**config.mk**
```make
export PLATFORM = sky130hd
export DESIGN_NAME = logic_unit_pipe
export DESIGN_NICKNAME = d
export VERILOG_FILES = /design/src/rtl/logic_unit_pkg.sv /design/src/rtl/logic_op.sv /design/src/rtl/logic_unit_pipe.sv
export SDC_FILE = /design/constraint.sdc
export NUM_CORES = 1
export LEC_CHECK = 0
export CAP_MARGIN = 20
export CORE_UTILIZATION = 46
export DETAILED_ROUTE_END_ITERATION = 10
export HOLD_SLACK_MARGIN = 0.1
export PLACE_DENSITY = 0.81
export RECOVER_POWER = 25
export SYNTH_ARGS = -nofsm -noshare
export SYNTH_HDL_FRONTEND = slang
export SYNTH_SLANG_ARGS = --single-unit
```
**constraint.sdc**
```tcl
create_clock -name clk -period 1.7 [get_ports clk]
set_clock_uncertainty 0.15 [all_clocks]
set_input_delay 0.17 -clock clk [delete_from_list [all_inputs] [get_ports clk]]
set_output_delay 0.17 -clock clk [all_outputs]
set_load 0.005 [all_outputs]
```
**src/rtl/logic_unit_pkg.sv**
```systemverilog
// Shared encodings for the logic unit: op select values and the
// occupancy states of the two-entry result pipe.
package logic_unit_pkg;

    typedef enum logic [2:0] {
        OP_NOT  = 3'b000,
        OP_AND  = 3'b001,
        OP_OR   = 3'b010,
        OP_XOR  = 3'b011,
        OP_NAND = 3'b100,
        OP_NOR  = 3'b101,
        OP_XNOR = 3'b110,
        OP_PASS = 3'b111
    } op_e;

    // Number of results currently held: none, main only, main plus skid.
    typedef enum logic [1:0] {
        ST_EMPTY = 2'd0,
        ST_ONE   = 2'd1,
        ST_TWO   = 2'd2
    } pipe_state_e;

endpackage

```
**src/rtl/logic_op.sv**
```systemverilog
// Combinational bitwise operator: evaluates one of eight logic functions
// of a and b. No carries, so every bit is independent.
module logic_op
    import logic_unit_pkg::*;
#(
    parameter int WIDTH = 8
) (
    input  logic [2:0]       op,
    input  logic [WIDTH-1:0] a,
    input  logic [WIDTH-1:0] b,
    output logic [WIDTH-1:0] y
);

    always_comb begin
        y = a;
        case (op_e'(op))
            OP_NOT:  y = ~a;
            OP_AND:  y = a & b;
            OP_OR:   y = a | b;
            OP_XOR:  y = a ^ b;
            OP_NAND: y = ~(a & b);
            OP_NOR:  y = ~(a | b);
            OP_XNOR: y = ~(a ^ b);
            OP_PASS: y = a;
            default: y = a;
        endcase
    end

endmodule

```
**src/rtl/logic_unit_pipe.sv**
```systemverilog
// Registered logic unit with a two-entry (main + skid) output buffer so
// in_ready depends only on registered state, plus an accepted-op counter.
module logic_unit_pipe
    import logic_unit_pkg::*;
#(
    parameter int WIDTH = 8,
    parameter int CNT_W = 16
) (
    input  logic              clk,
    input  logic              rst_n,
    input  logic              in_valid,
    output logic              in_ready,
    input  logic [2:0]        op,
    input  logic [WIDTH-1:0]  a,
    input  logic [WIDTH-1:0]  b,
    output logic              out_valid,
    input  logic              out_ready,
    output logic [WIDTH-1:0]  y,
    output logic              zero,
    input  logic              clr_count,
    output logic [CNT_W-1:0]  op_count,
    output pipe_state_e       state_dbg
);

    // Handshake: a beat moves when valid && ready are both high at a rising
    // edge; in_ready comes only from state, never from out_ready.
    pipe_state_e      state_q, state_nxt;
    logic [WIDTH-1:0] main_q, skid_q, op_res;
    logic [CNT_W-1:0] op_count_q;
    logic             accept, xfer;
    logic             load_main, load_skid, move_skid;

    logic_op #(.WIDTH(WIDTH)) u_logic_op (
        .op (op),
        .a  (a),
        .b  (b),
        .y  (op_res)
    );

    assign in_ready  = (state_q != ST_TWO);
    assign out_valid = (state_q != ST_EMPTY);
    assign accept    = in_valid && in_ready;
    assign xfer      = out_valid && out_ready;
    assign y         = main_q;
    assign zero      = (main_q == '0);
    assign op_count  = op_count_q;
    assign state_dbg = state_q;

    always_ff @(posedge clk) begin
        if (!rst_n) state_q <= ST_EMPTY;
        else        state_q <= state_nxt;
    end

    always_comb begin
        state_nxt = state_q;
        load_main = 1'b0;
        load_skid = 1'b0;
        move_skid = 1'b0;
        case (state_q)
            ST_EMPTY: begin
                if (accept) begin
                    state_nxt = ST_ONE;
                    load_main = 1'b1;
                end
            end
            ST_ONE: begin
                if (accept && !xfer) begin
                    state_nxt = ST_TWO;
                    load_skid = 1'b1;
                end else if (accept && xfer) begin
                    load_main = 1'b1;
                end else if (xfer) begin
                    state_nxt = ST_EMPTY;
                end
            end
            ST_TWO: begin
                // Older result sits in main; skid is promoted once it leaves.
                if (xfer) begin
                    state_nxt = ST_ONE;
                    move_skid = 1'b1;
                end
            end
            default: state_nxt = ST_EMPTY;
        endcase
    end

    always_ff @(posedge clk) begin
        if (!rst_n) begin
            main_q <= '0;
            skid_q <= '0;
        end else begin
            if (load_main)      main_q <= op_res;
            else if (move_skid) main_q <= skid_q;
            if (load_skid)      skid_q <= op_res;
        end
    end

    // Clear has priority over a coincident accept.
    always_ff @(posedge clk) begin
        if (!rst_n)         op_count_q <= '0;
        else if (clr_count) op_count_q <= '0;
        else if (accept)    op_count_q <= op_count_q + 1'b1;
    end

endmodule

```
==> impl_metrics.ini <==
[worst_setup_path]
cp-start-kind = register
crit_required_ns = 1.38
arrival_ns = 1.38
cp_max_fo = 2
critPathMaxStageDelay_ns = 0.51
crit_path_end_kind = primary output
criticalPathCategory = register to primary output
path_cells = or4_1 -> nor2_1 -> buf_2
slowest_stage = or4_1

[cells_and_area]
fin_cells = 469
fin_area_um2 = 3700
area_growth_syn_to_layout_pct = 51.7
multi_input_area_um2 = 1730
final_common_cell = buf_4
final_cell_mix = buf_4 (57), dfxtp_1 (33), nand2_1 (26), clkdlybuf4s50_1 (26), nor2_1 (22)
diodes = 0
final_util_pct = 72.4
num-fill-cells = 397
layout-drive-gt1-share_pct = 27.8
regArea_um2 = 682
final_nets = 439

[grt]
grt_use_total_pct = 24.8
grt_pass1_vias = 2492
grt_max_degree = 21
antenna_found_initial = 0
grt-ovfl-total = 0
grt_pass1_wl_um = 10700

[sta]
period_minus_slack_ns = 1.70
setup_viol = 1
rsz0062_at_grt = yes
slew_viol_final = 0
period_share_pct = 100
worst_pin_slew_ns = 0.608
fmax_ghz = 0.587
max_slew_margin_pct = 59.5
hold_violations = 0
worst_slack_ns = -0.00233

[logic_synthesis]
avgSynthCellArea_um2 = 8.32
yosysUniqueCellTypes = 55
syn_area_um2 = 2440
async_flop_share_pct = 0
synth_warnings = 0
synth_edf_count = 0
synth_seq_cells = 34
synth_flop_cell = dfxtp_1
synth_fp_nets = 334
seq_area_frac_synth_pct = 27.9
syn_inst = 293

[power]
p_leak_nw = 1.62
p_int_w = 0.00150
combPwrFrac_pct = 30.2
p_switching_w = 0.000598
peakVddDrop_mv = 0.303
power_frac_seq_pct = 40.2
powerDensity_nw_per_um2 = 568
swShare_pct = 28.5
p_clk_share_pct = 29.6

[route]
top_layer_used = met4
wl_met2_um = 3450
antenna_left = 0
drtPass1Iterations = 4
drtIter0Drc = 113
vias_per_cell = 5.48
wire_per_inst_um = 14.3
route.met3.wl_um = 311
wirelength_um = 6690
route.detailed.drc = 0
vias = 2572
drt-met1-wl_um = 2780

[clock_tree]
hold_buffers = 0
cts.clk_slew.worst_paths_ns = 0.06
cts_buffer_depth = 2
cts.sinks = 34
cts_tree = yes
clkLatencyLatePin_ns = 0.29
htree_levels = 2
clockRootBuffer = clkbuf_8
numCtsBuffers = 5

[run]
max_cap_violations = 0

[place]
dp_hpwl_um = 4640
dp.cells = 456
place.gp.congestion = 0.769
port_buffers = 52
place_area_um2 = 3400

[run_status]
outcome = finished with violations
violations = setup timing

[floorplanning]
boundaryPins = 53
die_h_um = 74.8
die_w_um = 74.8
start_util_pct = 47.7
core_um2 = 5110
die-area_um2 = 5600
row_count = 26

[min_path]
hold_path.class = register to register
[final cells by class]
cell class,instances,share of cell area (%)
clock buffers,7,2.33
clock inverters,1,0.135
inverters,20,2.10
multi-input cells,222,46.8
flip-flops and latches,34,18.4
well taps,70,2.37
repair buffers,115,27.8
[cells by family (layout without fill, tap and decap cells)]
kind of cell    count (synthesis)  count (layout)  synth area share (%)
simple gates                   99              99                  23.2
buf+inv                        37             143                  7.44
flops                          34              34                  27.9
compound gates                 84              84                  23.4
fa+ha+maj                      17              17                  8.72
xor+xnor                        9               9                  3.23
mux                            13              13                  6.11
[Yosys cell counts, drive strengths merged, types with 2 or more instances]
library cell	n	area, um^2
a22o	5	43.8
xnor2	7	61.3
dfxtp	34	681
o31ai	3	32.5
o31a	2	17.5
o21ai	23	115
a21oi	17	85.1
nor2b	6	37.5
inv	20	75.1
nor3	4	20.0
a22oi	4	30.0
ha	17	213
nand2	26	97.6
a221o	3	30.0
or3	7	43.8
o21a	3	22.5
a21boi	2	15.0
mux2i	7	70.1
nor4	4	50.1
or4	2	15.0
clkbuf	4	15.0
xor2	2	17.5
mux2	5	56.3
nor2	23	86.3
and2	5	31.3
a211oi	2	15.0
nand4	5	76.3
nand3	6	30.0
nand2b	6	37.5
a211o	3	26.3
o22ai	7	43.8
buf	13	91.3
[routing by layer]
| metal | up-vias | global-route usage [%] |
|---|---|---|
| li1 | 1267 | - |
| met1 | 1195 | 28.6 |
| met2 | 94 | 44.9 |
| met3 | 16 | 5.09 |
| met4 | 0 | 9.43 |
| met5 | - | 0 |
[path summary, 6_finish.rpt]
path                                 start  depth (start not counted)  slack (ns)                   endpoint
setup / recovery         y[0]$_SDFFE_PN0P_                          3      -0.002                       zero
hold / removal      skid_q[1]$_SDFFE_PN0P_                          2        0.32     skid_q[1]$_SDFFE_PN0P_
setup reg to reg  op_count[0]$_SDFFE_PP0N_                          5        0.07  op_count[14]$_SDFFE_PP0N_
hold reg to reg     skid_q[1]$_SDFFE_PN0P_                          2        0.32     skid_q[1]$_SDFFE_PN0P_
[metrics by stage]
stage / setup TNS (ns) / hold slack [ns] / setup slack, ns / power (W)
2_1_floorplan: 0 / 0.230 / 0.0856 / 0.00115
3_3_place_gp: -6.41 / 0.309 / -0.421 / 0.00141
3_5_place_dp: -7.72 / 0.314 / -0.539 / 0.00143
4_1_cts: 0 / 0.325 / 0.00559 / 0.00207
5_1_grt: -0.0791 / 0.354 / -0.0405 / 0.00220
6_report: -0.00233 / 0.325 / -0.00233 / 0.00210
[flip-flops by register name, indices dropped and copies added, names as in the netlist]
signal / flops
skid_q: 8
op_count: 16
y: 8
state_dbg: 2
[power by group through the flow]
stage | Clock, W | Combinational [W] | Sequential (W)
after CTS | 0.000617 | 0.000604 | 0.000845
after global placement | 0 | 0.000549 | 0.000861
after detailed placement | 0 | 0.000570 | 0.000862
after global routing | 0.000659 | 0.000691 | 0.000849
final | 0.000622 | 0.000634 | 0.000846
after floorplan | 0 | 0.000279 | 0.000867
[timing repair]
item | 4_1_cts | 5_1_grt
buffers inserted | 2 | 1
pin swaps | 21 | 13
gates cloned | 1 | 1
resized for setup | 42 | 17
endpoints found under the setup margin | 20 | 15
[worst max-delay path: cells and delay by family, from the launching register on]
family / cells / cell delay, ns
AND/OR/NAND/NOR: 2 / 0.65
flip-flops: 1 / 0.30
buffers and inverters: 1 / 0.13
Power figures use the tool's default switching activity.
